**src/rtl/ram_arbiter_if.sv**
```systemverilog
// ram_arbiter_if: requester-side bus of ram_arbiter; master = requesters, slave = arbiter.
interface ram_arbiter_if #(
   parameter int NUM_REQ = 2,
   parameter int DATA_W  = 32,
   parameter int ADDR_W  = 14
);
   logic [NUM_REQ-1:0]        req;
   logic [NUM_REQ-1:0]        we;
   logic [NUM_REQ*ADDR_W-1:0] addr;
   logic [NUM_REQ*DATA_W-1:0] wdata;
   logic [NUM_REQ-1:0]        gnt;
   logic [NUM_REQ-1:0]        rvalid;
   logic [DATA_W-1:0]         rdata;
   modport master (output req, we, addr, wdata, input gnt, rvalid, rdata);
   modport slave  (input req, we, addr, wdata, output gnt, rvalid, rdata);
endinterface

```
**src/rtl/ram_arbiter.sv**
```systemverilog
// ram_arbiter: round-robin sharing of one single-port RAM among NUM_REQ requesters.
// Define RAM_ARB_CLEAR_EN to include the bulk zero-fill engine (CLEAR state).
module ram_arbiter #(
   parameter int NUM_REQ = 2,
   parameter int DATA_W  = 32,
   parameter int ADDR_W  = 14,
   parameter int DEPTH   = 256
) (
   input  logic              clk,
   input  logic              rst_n,
   ram_arbiter_if.slave      bus,
   input  logic              i_clr_start,
   output logic              o_clr_busy,
   output logic              o_clr_done,
   output logic [ADDR_W-1:0] o_ram_addr,
   output logic [DATA_W-1:0] o_ram_d,
   output logic              o_ram_wren,
   input  logic [DATA_W-1:0] i_ram_q
);
   localparam int PTR_W = $clog2(NUM_REQ);
   localparam int CNT_W = $clog2(DEPTH);
   logic [PTR_W-1:0]   r_ptr, w_idx;
   logic [NUM_REQ-1:0] r_rvalid, w_gnt;
   logic               w_en, w_any, w_clr;
   logic [ADDR_W-1:0]  w_clr_addr;
   function automatic logic [PTR_W-1:0] wrap(input int v);
      return PTR_W'(v >= NUM_REQ ? v - NUM_REQ : v);
   endfunction
`ifdef RAM_ARB_CLEAR_EN
   typedef enum logic {ARB, CLEAR} state_t;
   state_t           r_state;
   logic [CNT_W-1:0] r_cnt;
   logic             r_busy, r_done;
   assign w_clr      = r_state == CLEAR;
   assign w_en       = rst_n && !w_clr;
   assign w_clr_addr = ADDR_W'(r_cnt);
   assign o_clr_busy = r_busy;
   assign o_clr_done = r_done;
   always_ff @(posedge clk or negedge rst_n) begin
      if (!rst_n) begin
         r_state <= ARB;
         r_cnt   <= '0;
         r_busy  <= 1'b0;
         r_done  <= 1'b0;
      end else begin
         r_done <= 1'b0;
         if (w_clr) begin
            if (r_cnt == CNT_W'(DEPTH - 1)) begin
               r_state <= ARB;
               r_cnt   <= '0;
               r_busy  <= 1'b0;
               r_done  <= 1'b1;
            end else
               r_cnt <= r_cnt + 1'b1;
         end else if (i_clr_start) begin
            r_state <= CLEAR;
            r_busy  <= 1'b1;
         end
      end
   end
`else
   logic [CNT_W:0] w_unused;
   assign w_unused   = {CNT_W'(0), i_clr_start};
   assign w_clr      = 1'b0;
   assign w_en       = rst_n;
   assign w_clr_addr = '0;
   assign o_clr_busy = 1'b0;
   assign o_clr_done = 1'b0;
`endif
   // Descending scan so the port nearest r_ptr is the last (winning) assignment.
   always_comb begin
      w_idx = r_ptr;
      for (int k = NUM_REQ - 1; k >= 0; k--)
         if (bus.req[wrap(int'(r_ptr) + k)]) w_idx = wrap(int'(r_ptr) + k);
      w_any = w_en && |bus.req;
      w_gnt = w_any ? NUM_REQ'(1) << w_idx : '0;
   end
   assign bus.gnt    = w_gnt;
   assign bus.rvalid = r_rvalid;
   assign bus.rdata  = i_ram_q;
   assign o_ram_wren = w_clr || (w_any && bus.we[w_idx]);
   assign o_ram_addr = w_clr ? w_clr_addr : w_any ? bus.addr[int'(w_idx)*ADDR_W +: ADDR_W] : '0;
   assign o_ram_d    = w_any ? bus.wdata[int'(w_idx)*DATA_W +: DATA_W] : '0;
   always_ff @(posedge clk or negedge rst_n) begin
      if (!rst_n) begin
         r_ptr    <= '0;
         r_rvalid <= '0;
      end else begin
         r_rvalid <= w_gnt & ~bus.we;
         if (w_any) r_ptr <= wrap(int'(w_idx) + 1);
      end
   end
endmodule

```
**src/flat_wrapper.sv**
```systemverilog
// flat-port wrapper written by rule: the top's interface ports become plain ports
module ram_arbiter_flat 
#(
   parameter int NUM_REQ = 2,
   parameter int DATA_W  = 32,
   parameter int ADDR_W  = 14,
   parameter int DEPTH   = 256
)
  (clk, rst_n, i_clr_start, o_clr_busy, o_clr_done, o_ram_addr, o_ram_d, o_ram_wren, i_ram_q, bus_req, bus_we, bus_addr, bus_wdata, bus_gnt, bus_rvalid, bus_rdata);
  ram_arbiter_if #(.NUM_REQ(NUM_REQ), .DATA_W(DATA_W), .ADDR_W(ADDR_W)) bus_i ();
  input  logic clk;
  input  logic rst_n;
  input  logic i_clr_start;
  output logic o_clr_busy;
  output logic o_clr_done;
  output logic [ADDR_W-1:0] o_ram_addr;
  output logic [DATA_W-1:0] o_ram_d;
  output logic o_ram_wren;
  input  logic [DATA_W-1:0] i_ram_q;
  input wire logic [$bits(bus_i.req)-1:0] bus_req;
  input wire logic [$bits(bus_i.we)-1:0] bus_we;
  input wire logic [$bits(bus_i.addr)-1:0] bus_addr;
  input wire logic [$bits(bus_i.wdata)-1:0] bus_wdata;
  output wire logic [$bits(bus_i.gnt)-1:0] bus_gnt;
  output wire logic [$bits(bus_i.rvalid)-1:0] bus_rvalid;
  output wire logic [$bits(bus_i.rdata)-1:0] bus_rdata;
  assign bus_i.req = bus_req;
  assign bus_i.we = bus_we;
  assign bus_i.addr = bus_addr;
  assign bus_i.wdata = bus_wdata;
  assign bus_gnt = bus_i.gnt;
  assign bus_rvalid = bus_i.rvalid;
  assign bus_rdata = bus_i.rdata;
  ram_arbiter #(.NUM_REQ(NUM_REQ), .DATA_W(DATA_W), .ADDR_W(ADDR_W), .DEPTH(DEPTH)) u_core (.clk(clk), .rst_n(rst_n), .bus(bus_i), .i_clr_start(i_clr_start), .o_clr_busy(o_clr_busy), .o_clr_done(o_clr_done), .o_ram_addr(o_ram_addr), .o_ram_d(o_ram_d), .o_ram_wren(o_ram_wren), .i_ram_q(i_ram_q));
endmodule
```
**config.mk**
```make
export PLATFORM = sky130hd
export DESIGN_NAME = ram_arbiter_flat
export DESIGN_NICKNAME = d
export VERILOG_FILES = /design/src/rtl/ram_arbiter_if.sv /design/src/rtl/ram_arbiter.sv /design/src/flat_wrapper.sv
export SDC_FILE = /design/constraint.sdc
export NUM_CORES = 1
export LEC_CHECK = 0
export BUFFER_PORTS_ARGS = -buffer_cell sky130_fd_sc_hd__clkbuf_2
export CAP_MARGIN = 40
export CORE_AREA = 2 2 84 86
export CTS_BUF_LIST = sky130_fd_sc_hd__clkbuf_4
export DETAILED_ROUTE_END_ITERATION = 12
export DIE_AREA = 0 0 86 88
export GPL_TIMING_DRIVEN = 0
export PLACE_DENSITY = 0.55
export SLEW_MARGIN = 20
export SYNTH_ARGS = -nofsm -noshare
export SYNTH_HDL_FRONTEND = slang
export SYNTH_SLANG_ARGS = --single-unit
```
**constraint.sdc**
```tcl
create_clock -name clk -period 1.44 [get_ports clk]
set_input_delay 0.216 -clock clk [delete_from_list [all_inputs] [get_ports clk]]
set_output_delay 0.216 -clock clk [all_outputs]
set_load 0.01 [all_outputs]
```
## Yosys cells after proc, flatten, opt, wreduce, memory -nomap -nowiden

Cells that the tools add are included.

| storage, ports and cells | value |
|---|---|
| flip-flop bits (word level) | 3 |
| word-level logic and storage cells | 36 |

| cells by class | value |
|---|---|
| multipliers | 1 |
| bitwise gates (word level) | 2 |
| shift-type cells | 3 |
| $lt $le $gt $ge | 6 |
| add/sub/neg operators | 5 |
| multiplexer cells | 14 |
| reductions and logical operators | 3 |

Operators with widths:

| kind | number |
|---|---|
| $shiftx A64 B7 Y32 | 1 |
| $mux W32 | 1 |
| $shiftx A28 B32 Y14 | 1 |
| $mux W14 | 1 |
| $mux W1 | 11 |
| $lt A1 B2 Y1 const B | 3 |
| $add A1 B1 Y2 const B | 2 |
| $ge A2 B2 Y1 const B | 2 |
| $mul A1 B3 Y4 const B | 1 |
| $sub A1 B1 Y1 const B | 3 |
| $and A2 B2 Y2 | 1 |
| $ge A1 B2 Y1 const B | 1 |
| $logic_and A1 B1 Y1 | 2 |
| $mux W2 | 1 |
| $not A2 Y2 | 1 |
| $reduce_or A2 Y1 | 1 |
| $shl A1 B1 Y2 const A | 1 |

## Logic depth before layout (Yosys ltp)

Gate-level depths: netlist of run 1.

| logic depth | value |
|---|---|
| depth after elaboration | 10 |
| depth in mapped cells | 5 |
| mapped depth without buffers | 3 |

## Worst setup path before layout of run 1

No wires, ideal clock.

| path | value |
|---|---|
| path kind | register to output |
| start point | reg u_core.r_ptr |
| end point | out o_ram_addr[10] |
| slack | 176 ps |
| data arrival time | 1048 ps |
| data required time | 1224 ps |
| stages on the path, launching flop included | 6 |
| cell sequence | dfrtp_1 nand2_1 nand2_1 buf_4 buf_4 o22ai_1 |

| between the ends | value |
|---|---|
| word-level cells in the longest chain between the ends | 10 |
| elaborated cells on any way between the ends | 16 |
| classes of those cells | add/sub: 3; mul: 1; order compare: 2; shift: 1; mux: 9 |

Ends and longest elaborated chain:

| what | line | source |
|---|---|---|
| from (decl) | ram_arbiter.sv:22 | `logic [PTR_W-1:0] r_ptr, w_idx;` |
| from (signal assigned) | ram_arbiter.sv:90 | `if (w_any) r_ptr <= wrap(int'(w_idx) + 1);` |
| $add A1 B1 Y2 | ram_arbiter.sv:74 | `if (bus.req[wrap(int'(r_ptr) + k)]) w_idx = wrap(int'(r_ptr) + k);` |
| $ge A2 B2 Y1 or $sub A1 B1 Y1 (tied branches) | ram_arbiter.sv:27 | `return PTR_W'(v >= NUM_REQ ? v - NUM_REQ : v);` |
| $mux W1 | ram_arbiter.sv:27 |  |
| $mux W1 (implied by the code) (2 in series) | ram_arbiter.sv:74 |  |
| $mux W1 | ram_arbiter.sv:74 |  |
| $mux W1 * | ram_arbiter.sv:74 |  |
| $mul A1 B3 Y4 * | ram_arbiter.sv:82 | `assign o_ram_addr = w_clr ? w_clr_addr : w_any ? bus.addr[int'(w_idx)*ADDR_W +: ADDR_W] : '0;` |
| $shiftx A28 B32 Y14 * | ram_arbiter.sv:82 |  |
| $mux W14 * | ram_arbiter.sv:82 |  |
| to (decl) | flat_wrapper.sv:16 | `output logic [ADDR_W-1:0] o_ram_addr;` |

Every way passes the cells marked *; elsewhere a longest branch is shown, timed or not. The select of a mux whose other input is x is not followed.

## Worst setup path in the final report of run 1

| path | value |
|---|---|
| start point | reg u_core.r_ptr |
| end point | out o_ram_addr[13] |

The elaborated chain is that of the path after synthesis.

==> impl_metrics.csv, run 1 <==
group,metric,value,unit
outcome,status,"finished with violations",
outcome,violations,"setup timing",
hold_path,min_from,"bus_we[0]",
route,drc,0,
global_route,antenna_found_initial,0,
global_route,grt_start_max_net_pins,11,
clocking,cts_buffers,3,
power_and_ir_drop,swShare,41.5,%
hold_path,min_to,"u_core.bus.rvalid[0]",
setup_path,max_stage_delay,0.42,ns
power_and_ir_drop,p_clk_share,14.0,%
route,vias_per_cell,4.25,
clocking,cts_num_sinks,3,
clocking,h-tree-depth,1,
final_layout,antenna_cells,0,
power_and_ir_drop,combPwrFrac,77.3,%
setup_path,required,1.22,ns
setup_path,crit_chain,"o21ai_4 -> buf_6 -> buf_6 -> o22ai_1 -> buf_2",
setup_path,crit_path_frequent_cell,"buf_6",
route,vias,2066,
global_route,grt_overflow,0,
synthesis,ys_warn_count,0,
power_and_ir_drop,power_leakage,1.47,nW
setup_path,worstReg2RegStart,"u_core.r_ptr",
placed_design,port_buffers,180,
clocking,cts-root-buf,"clkbuf_4",
sta,clock_skew,0.00102,ns
setup_path,path_class,"register to primary output",
sta,rsz0062_at_grt,"yes",
global_route,met2_usage,23.7,%
hold_path,whs_path_depth,2,
synthesis,ys_seq_area_share,6.51,%
power_and_ir_drop,p_per_area,475,nW/µm²
sta,slew_violations,0,
setup_path,arrival,1.39,ns
final_layout,postLayoutCoreUtil,36.9,%
setup_path,crit_fanout,7,
floorplanning,die_y,88,µm
route,drtIter0Drc,26,
sta,hold_viol_final,0,
global_route,grt-busiest-layer,"met2",
power_and_ir_drop,vdd_drop_max,0.216,mV
sta,fin_crit_sh,111,%
synthesis,synth_area,1150,µm²
route,routedWlPerCell,11.8,µm
power_and_ir_drop,p_int,0.000682,W
synthesis,synth_area_per_cell,5.46,µm²
placed_design,hpwl,4720,µm
sta,fmax,0.623,GHz
power_and_ir_drop,switching_power,0.000484,W
global_route,met1_usage,15.3,%
route,routed_wl,5710,µm
hold_path,hold_path.class,"input pin to register",
placed_design,gp_congestion,0.677,
synthesis,ys_ff_latch,3,
final_layout,n_fill_cell,772,
route,drtPass1Iterations,4,
sta,min_period,1.61,ns
final_layout,syn2layout_area_growth,113,%
floorplanning,rows,30,
floorplanning,dieArea,7570,µm²
final_layout,num-nets-final,538,
final_layout,fin_cells,486,
floorplanning,core_area,6640,µm²
route,antenna_left,0,
floorplanning,start_util,17.3,%
final_layout,seq_area,75.1,µm²
sta,fin_ws,-0.165,ns
power_and_ir_drop,total_power,0.00117,W
job,drv_cap,0,
setup_path,rr_worst_depth,4,
setup_path,startpoint,"u_core.r_ptr",
power_and_ir_drop,seqPwrFrac,8.7,%
global_route,grt_usage,12.7,%
synthesis,syn_inst,211,
synthesis,synthDistinctLibCells,15,
global_route,grt_pass1_wl,7910,µm
setup_path,crit_path_end_kind,"primary output",
clocking,cts_tree,"built",
clocking,clk_latency,0.23,ns
setup_path,cp_slowest_cell,"dfrtp_1",
global_route,grt_pass1_vias,1711,
final_layout,multi_input_area,805,µm²
global_route,met3_usage,3.02,%
placed_design,placed_cells,472,
floorplanning,pin_count,216,
clocking,path_clk_slew,0.04,ns
setup_path,r2r-end,"u_core.bus.rvalid[1]",
floorplanning,dieWidth,86,µm
sta,setup_viol,49,
setup_path,startpoint_type,"register",
setup_path,rrSetupSlack,0.35,ns
final_layout,drive_gt1_share,65.0,%
clocking,clockBufferDepth,2,
## sequential cells by signal, summed over array words and instances (netlist names)
name and flops:
u_core.bus.rvalid 2, u_core.r_ptr 1
## cells in the mapped netlist
library cell | number | area, µm²
inv_2 | 1 | 3.75
buf_4 | 39 | 293
nand2_1 | 96 | 360
buf_2 | 11 | 55.1
a21oi_1 | 1 | 5.00
o22ai_1 | 47 | 294
dfrtp_1 | 3 | 75.1
nor3_1 | 2 | 10.0
inv_1 | 1 | 3.75
buf_6 | 1 | 11.3
nor2_1 | 2 | 7.51
a31oi_1 | 1 | 6.26
clkbuf_1 | 4 | 15.0
conb_1 | 1 | 3.75
o21ai_2 | 1 | 8.76
## critical path: cells and delay by family, from the launching register on
| family | cells | cell delay [ns] |
|---|---|---|
| AOI/OAI and AO/OA | 2 | 0.30 |
| DFF | 1 | 0.42 |
| buffers and inverters | 3 | 0.44 |
## repair_timing
item,CTS,global route
hold buffers,1,0
pin swaps,3,3
setup endpoints to repair,49,49
resized for setup,31,17
buffers inserted,6,1
endpoints found under the hold margin,3,0
cloned,1,1
## through the flow
stage                     area [µm²]  setup WS, ns  TNS (ns)  hold WS [ns]
after floorplan                 1160         0.176         0       -0.0796
after detailed placement        2160        -0.225     -6.12        0.0221
after global placement          2160        -0.214     -5.78        0.0203
final                           2450        -0.165     -6.66         0.162
after CTS                       2380        -0.200     -8.56         0.152
after global routing            2450        -0.239    -10.52         0.172
## logic make-up (layout without fill, tap and decap cells)
kind of cell           after synthesis  count (layout)  share of synthesized area (%)
other                                1               2                          0.325
flip-flops                           3               3                           6.51
buffers and inverters               57             251                           33.1
AO/OA/AOI/OAI                       50              50                           27.3
AND/OR/NAND/NOR                    100             100                           32.8
## power by group through the flow
stage               registers, W  logic (W)  clock network (W)
floorplan               0.000101   0.000425                  0
global placement        0.000101   0.000771                  0
detailed placement      0.000101   0.000776                  0
CTS                     0.000101   0.000877           0.000171
global route            0.000103   0.000983           0.000180
finish                  0.000102   0.000902           0.000163
## cell usage in the layout, fill, tap and decap left out
master / netlist / routed
inv_1: 1 / 1
dfrtp_1: 3 / 3
clkbuf_2: 0 / 174
nand2_2: 0 / 1
buf_4: 39 / 45
clkbuf_1: 4 / 2
conb_1: 1 / 2
a21oi_1: 1 / 1
o21ai_4: 0 / 1
nor3_1: 2 / 2
buf_2: 11 / 11
inv_2: 1 / 1
o22ai_1: 47 / 33
nand2_4: 0 / 1
a31oi_1: 1 / 1
buf_8: 0 / 3
clkbuf_16: 0 / 1
o22ai_2: 0 / 14
nand2_1: 96 / 94
nor2_1: 2 / 2
dlygate4sd3_1: 0 / 1
buf_6: 1 / 7
clkbuf_4: 0 / 5
## area by class of cell
type	count	area share, %
buffer	55	17.6
clock buffer	4	1.22
inverter	2	0.306
multi-input combinational	152	32.8
sequential	3	3.06
tap	80	4.08
timing repair buffer	190	41.0
## worst max-delay path by stage
stage | end | slack [ns] | cells past startpoint
after floorplan | o_ram_addr[10] | 0.18 | 5
after global placement | o_ram_addr[6] | -0.21 | 6
after detailed placement | o_ram_addr[6] | -0.23 | 6
after CTS | o_ram_addr[13] | -0.20 | 6
after global routing | o_ram_addr[13] | -0.24 | 5
final | o_ram_addr[13] | -0.17 | 5
## routing by layer
layer / up-vias / share of wire [%]
li1: 1064 / -
met1: 885 / 38
met2: 117 / 52
met3: 0 / 10
met4: 0 / 0
met5: - / 0
Power figures use the tool's default switching activity.
==> run 2: changes to the inputs <==
--- a/config.mk
+++ b/config.mk
@@ -7,12 +7,12 @@
 export LEC_CHECK = 0
 export BUFFER_PORTS_ARGS = -buffer_cell sky130_fd_sc_hd__clkbuf_2
 export CAP_MARGIN = 40
-export CORE_AREA = 2 2 84 86
-export CTS_BUF_LIST = sky130_fd_sc_hd__clkbuf_4
+export CORE_AREA = 2 2 83 85
+export CTS_BUF_LIST = sky130_fd_sc_hd__clkbuf_16
 export DETAILED_ROUTE_END_ITERATION = 12
-export DIE_AREA = 0 0 86 88
+export DIE_AREA = 0 0 85 87
 export GPL_TIMING_DRIVEN = 0
-export PLACE_DENSITY = 0.55
+export PLACE_DENSITY = 0.56
 export SLEW_MARGIN = 20
 export SYNTH_ARGS = -nofsm -noshare
 export SYNTH_HDL_FRONTEND = slang
==> constraint.sdc (replaced) <==
create_clock -name clk -period 1.44 [get_ports clk]
set_input_delay 0.216 -clock clk [delete_from_list [all_inputs] [get_ports clk]]
set_output_delay 0.216 -clock clk [all_outputs]
set_load 0.02 [all_outputs]
==> run 2 against run 1 <==
  * The run still ends with setup timing left
  * Hold slack improved by 0.011 ns
  * Sequential cell count unchanged
  * Die area decreased by 2.3%
  * Sequential share of layout area decreased by 0.38 points
  * Total power increased by 50%
  * Critical path depth increased by 1
  * Critical path type unchanged
  * Largest power group unchanged
==> impl_metrics.csv, run 2 (synthesis gave the netlist of run 1 again) <==
group,metric,value,unit
outcome,status,"finished with violations",
outcome,violations,"setup timing",
final_layout,final_common_cell,"clkbuf_2",
setup_path,path_class,"register to primary output",
floorplanning,core_area,6570,µm²
route,drtPass1Iterations,4,
clocking,cts_num_sinks,3,
final_layout,seq_area,76.3,µm²
placed_design,port_buffers,180,
clocking,clockBufferDepth,2,
route,drc,0,
sta,slew_violations,0,
final_layout,layout_common_cells,"139 x clkbuf_2, 95 x nand2_1, 52 x buf_4",
setup_path,crit_fanout,6,
final_layout,num-nets-final,538,
route,vias_per_cell,4.37,
clocking,cts_buffers,3,
final_layout,n_fill_cell,706,
floorplanning,dieArea,7400,µm²
placed_design,hpwl,4570,µm
route,drtIter0Drc,42,
setup_path,startpoint_type,"register",
power_and_ir_drop,vdd_drop_max,0.345,mV
placed_design,gp_congestion,0.753,
clocking,path_clk_slew,0.03,ns
clocking,cts-root-buf,"clkbuf_16",
setup_path,cp_slowest_cell,"dfrtp_2",
placed_design,dp_slack,-0.299,ns
floorplanning,rows,30,
global_route,grt_pass1_vias,1821,
global_route,antenna_found_initial,0,
setup_path,required,1.22,ns
power_and_ir_drop,power_leakage,1.57,nW
clocking,clk_latency,0.22,ns
setup_path,crit_path_end_kind,"primary output",
global_route,grt_pass1_wl,8270,µm
power_and_ir_drop,p_per_area,614,nW/µm²
hold_path,hold_path.class,"input pin to register",
clocking,cts_tree,"built",
route,vias,2124,
final_layout,drive_gt1_share,67.7,%
clocking,h-tree-depth,1,
power_and_ir_drop,total_power,0.00175,W
sta,fin_ws,-0.191,ns
global_route,grt_overflow,0,
floorplanning,die_y,87,µm
sta,rsz0062_at_grt,"yes",
final_layout,largest_reg_flops,2,
sta,fin_crit_sh,113,%
floorplanning,dieWidth,85,µm
sta,setup_viol,49,
setup_path,max_stage_delay,0.42,ns
final_layout,multi_input_area,957,µm²
sta,hold_viol_final,0,
setup_path,arrival,1.42,ns
floorplanning,pin_count,216,
global_route,grt_usage,13.5,%
sta,clock_skew,0.000752,ns
sta,fmax,0.613,GHz
floorplanning,start_util,17.5,%
route,routedWlPerCell,12.3,µm
route,routed_wl,5980,µm
route,antenna_left,0,
final_layout,antenna_cells,0,
final_layout,syn2layout_area_growth,147,%
global_route,grt_start_max_net_pins,11,
setup_path,crit_chain,"nand2_1 -> nand2_4 -> buf_6 -> buf_4 -> o22ai_1 -> buf_2",
sta,min_period,1.63,ns
job,drv_cap,0,
run 2: worst paths after layout:
| check | slack (ns) | start | cells past startpoint | end |
|---|---|---|---|---|
| setup / recovery | -0.19 | u_core.r_ptr | 6 | o_ram_d[0] |
| min in group asynchronous | 0.36 | rst_n | 2 | u_core.r_ptr |
| hold / removal | 0.17 | bus_we[0] | 2 | u_core.bus.rvalid[0] |
| hold reg to reg | 0.62 | u_core.r_ptr | 2 | u_core.r_ptr |
| max in group asynchronous | 0.92 | rst_n | 2 | u_core.r_ptr |
| setup reg to reg | 0.30 | u_core.r_ptr | 5 | u_core.bus.rvalid[0] |
run 2: where the power goes:
group	internal, W	total, W	switching, W
Sequential	0.0000939	0.000102	0.00000839
Clock	0.000358	0.000433	0.0000752
Combinational	0.000585	0.00121	0.000626
run 2: worst max-delay path: cells and delay by family (launching register included):
family,cells,cell delay (ns)
buf+inv,3,0.46
flops,1,0.42
simple gates,2,0.19
compound gates,1,0.10
run 2: timing repair:
| action | 4_1_cts | 5_1_grt |
|---|---|---|
| setup buffers | 8 | 1 |
| resized for setup | 74 | 80 |
| pin swaps | 6 | 8 |
| endpoints found under the hold margin | 3 | 0 |
| setup endpoints to repair | 49 | 49 |
| cloned | 1 | 0 |
| hold buffers | 1 | 0 |
run 2: metrics by stage:
stage	setup TNS (ns)	hold WS [ns]	instance area [µm²]	cells	utilization (%)
finish	-6.91	0.174	2850	486	43.3
global placement	-6.65	0.0200	2160	472	32.8
floorplan	0	-0.0796	1160	212	-
CTS	-9.26	0.169	2640	486	40.2
global route	-10.65	0.176	2850	486	43.3
detailed placement	-7.56	0.0207	2160	472	32.8
run 2: cell type report:
cell class | instances | area share [%]
multi-input combinational | 152 | 33.6
sequential | 3 | 2.68
clock buffer | 3 | 2.64
inverter | 2 | 0.264
buffer | 54 | 15.2
timing repair buffer | 191 | 42.0
clock inverter | 1 | 0.132
tap | 80 | 3.52
run 2: per-layer routing:
layer  global-route usage, %  vias to the layer above  share of wire (%)
met4                    2.60                        0               0.60
met1                    15.4                      924                 38
met5                       0                        -                  0
li1                        -                     1064                  -
met2                    26.2                      132                 51
met3                    2.37                        4                9.9
==> run 3: changes to the inputs <==
--- a/config.mk
+++ b/config.mk
@@ -7,12 +7,12 @@
 export LEC_CHECK = 0
 export BUFFER_PORTS_ARGS = -buffer_cell sky130_fd_sc_hd__clkbuf_2
 export CAP_MARGIN = 40
-export CORE_AREA = 2 2 83 85
-export CTS_BUF_LIST = sky130_fd_sc_hd__clkbuf_16
+export CORE_AREA = 2 2 84 86
+export CTS_BUF_LIST = sky130_fd_sc_hd__clkbuf_4 sky130_fd_sc_hd__clkbuf_8
 export DETAILED_ROUTE_END_ITERATION = 12
-export DIE_AREA = 0 0 85 87
+export DIE_AREA = 0 0 86 88
 export GPL_TIMING_DRIVEN = 0
-export PLACE_DENSITY = 0.56
+export PLACE_DENSITY = 0.55
 export SLEW_MARGIN = 20
 export SYNTH_ARGS = -nofsm -noshare
 export SYNTH_HDL_FRONTEND = slang
==> run 3 against run 2 <==
  * Wire length down 1.2%
  * Register-to-register slack improved by 0.05 ns
  * Core utilization down 0.47 points
  * The flow still finishes with violations (setup timing)
  * Sequential cell count is the same
  * First-iteration DRC count down 38%
  * Clock skew fell by 0.00070 ns
  * Cell area is essentially flat
  * Highest routed layer unchanged
  * Via count down 1.5%
  * Final cell count unchanged
  * Sequential share of layout area about the same
  * Critical path type unchanged
  * Fmax up 1.6%
==> impl_metrics.csv, run 3 (synthesis gave the netlist of run 1 again) <==
group,metric,value,unit
clocking,h-tree-depth,1,
power_and_ir_drop,p_per_area,557,nW/µm²
sta,min_period,1.61,ns
floorplanning,rows,30,
clocking,cts_tree,"built",
placed_design,hpwl,4720,µm
sta,fmax,0.623,GHz
sta,fin_ws,-0.166,ns
final_layout,n_fill_cell,734,
power_and_ir_drop,combPwrFrac,76.8,%
global_route,met2_usage,25.2,%
final_layout,stdcell_area,2850,µm²
route,drtPass1Iterations,3,
power_and_ir_drop,power_leakage,1.57,nW
floorplanning,dieArea,7570,µm²
sta,slew_violations,0,
final_layout,fin_cells,486,
power_and_ir_drop,swShare,43.1,%
setup_path,worstReg2RegStart,"u_core.r_ptr",
floorplanning,pin_count,216,
clocking,cts-root-buf,"clkbuf_8",
global_route,grt_overflow,0,
sta,clock_skew,0.0000484,ns
power_and_ir_drop,vdd_drop_max,0.313,mV
clocking,clockBufferDepth,2,
placed_design,port_buffers,180,
placed_design,gp_congestion,0.677,
setup_path,required,1.22,ns
route,antenna_left,0,
setup_path,crit_path_end_kind,"primary output",
global_route,grt_usage,13.4,%
power_and_ir_drop,p_int,0.000903,W
outcome,violations,"setup timing",
route,vias_per_cell,4.31,
route,drc,0,
final_layout,drive_gt1_share,67.7,%
power_and_ir_drop,seqPwrFrac,6.4,%
hold_path,hold_path.class,"input pin to register",
final_layout,layout_common_cells,"138 x clkbuf_2, 94 x nand2_1, 49 x buf_4",
route,routed_wl,5910,µm
setup_path,startpoint,"u_core.r_ptr",
final_layout,syn2layout_area_growth,147,%
floorplanning,core_area,6640,µm²
floorplanning,die_y,88,µm
final_layout,largest_reg_flops,2,
final_layout,num-nets-final,538,
global_route,met1_usage,15.9,%
sta,hold_viol_final,0,
global_route,grt-busiest-layer,"met2",
global_route,grt_pass1_vias,1786,
clocking,clk_latency,0.22,ns
clocking,cts_buffers,3,
clocking,path_clk_slew,0.03,ns
placed_design,placed_area,2160,µm²
global_route,grt_pass1_wl,8330,µm
power_and_ir_drop,p_clk_share,16.8,%
hold_path,min_from,"bus_we[0]",
setup_path,crit_fanout,7,
final_layout,antenna_cells,0,
sta,rsz0062_at_grt,"yes",
setup_path,arrival,1.39,ns
global_route,met3_usage,3.20,%
global_route,antenna_found_initial,0,
outcome,status,"finished with violations",
route,drtIter0Drc,26,
setup_path,startpoint_type,"register",
power_and_ir_drop,switching_power,0.000683,W
floorplanning,dieWidth,86,µm
sta,fin_crit_sh,111,%
final_layout,final_common_cell,"clkbuf_2",
clocking,cts_num_sinks,3,
route,vias,2093,
sta,setup_viol,49,
global_route,grt_start_max_net_pins,11,
job,drv_cap,0,
placed_design,placed_cells,472,
route,routedWlPerCell,12.2,µm
setup_path,path_class,"register to primary output",
floorplanning,start_util,17.3,%
final_layout,postLayoutCoreUtil,42.8,%
## run 3: changes by cell type in the layout (fill, tap and decap cells not counted), moves of 2 or more
cell,delta
buf_4,-3
buf_6,-4
clkbuf_16,-2
clkbuf_8,+10
o22ai_4,-3
o22ai_1,+2
## run 3: timing repair
| action | CTS | global route |
|---|---|---|
| hold buffers | 1 | 0 |
| gates cloned | 1 | 1 |
| pin swaps | 5 | 2 |
| endpoints found under the hold margin | 3 | 0 |
| endpoints found under the setup margin | 49 | 49 |
| buffers inserted | 6 | 1 |
| gates resized for setup | 95 | 56 |
## run 3: area by class of cell
type / count / area [µm²] / area share, %
inverter: 2 / 7.51 / 0.264
timing repair buffer: 190 / 1240 / 43.6
tap: 80 / 100 / 3.52
clock buffer: 4 / 48.8 / 1.71
multi-input combinational: 152 / 925 / 32.5
sequential: 3 / 75.1 / 2.64
buffer: 55 / 450 / 15.8
## run 3: worst paths after layout
path,to,slack [ns],cells after the start
hold / removal,u_core.bus.rvalid[0],0.17,2
setup reg to reg,u_core.bus.rvalid[1],0.35,4
hold reg to reg,u_core.r_ptr,0.68,2
min in group asynchronous,u_core.r_ptr,0.37,2
max in group asynchronous,u_core.bus.rvalid[0],0.92,2
setup / recovery,o_ram_d[3],-0.17,5
## run 3: critical path, stage by stage (launching register included)
cell and delay (ns):
dfrtp_1 0.41, o21ai_4 0.18, buf_6 0.18, buf_8 0.14, o22ai_2 0.09, clkbuf_8 0.16
## run 3: metrics by stage
step	setup slack [ns]	total power, W	hold WS (ns)	setup TNS, ns
6_report	-0.166	0.00159	0.168	-6.24
5_1_grt	-0.216	0.00168	0.184	-8.71
4_1_cts	-0.179	0.00151	0.174	-7.63
3_5_place_dp	-0.262	0.00100	0.0221	-7.61
3_3_place_gp	-0.250	0.000995	0.0203	-7.24
2_1_floorplan	0.0323	0.000654	-0.0796	0
## run 3: power groups by stage
stage               registers, W  logic, W  clock network, W
floorplan               0.000103  0.000551                 0
global placement        0.000101  0.000894                 0
detailed placement      0.000101  0.000900                 0
CTS                     0.000101   0.00115          0.000268
global route            0.000102   0.00130          0.000279
finish                  0.000101   0.00122          0.000266
## run 3: per-layer routing
| layer | vias to the layer above | part of all wire, % |
|---|---|---|
| li1 | 1065 | - |
| met1 | 907 | 37 |
| met2 | 119 | 52 |
| met3 | 2 | 10 |
| met4 | 0 | 0.29 |
| met5 | - | 0 |
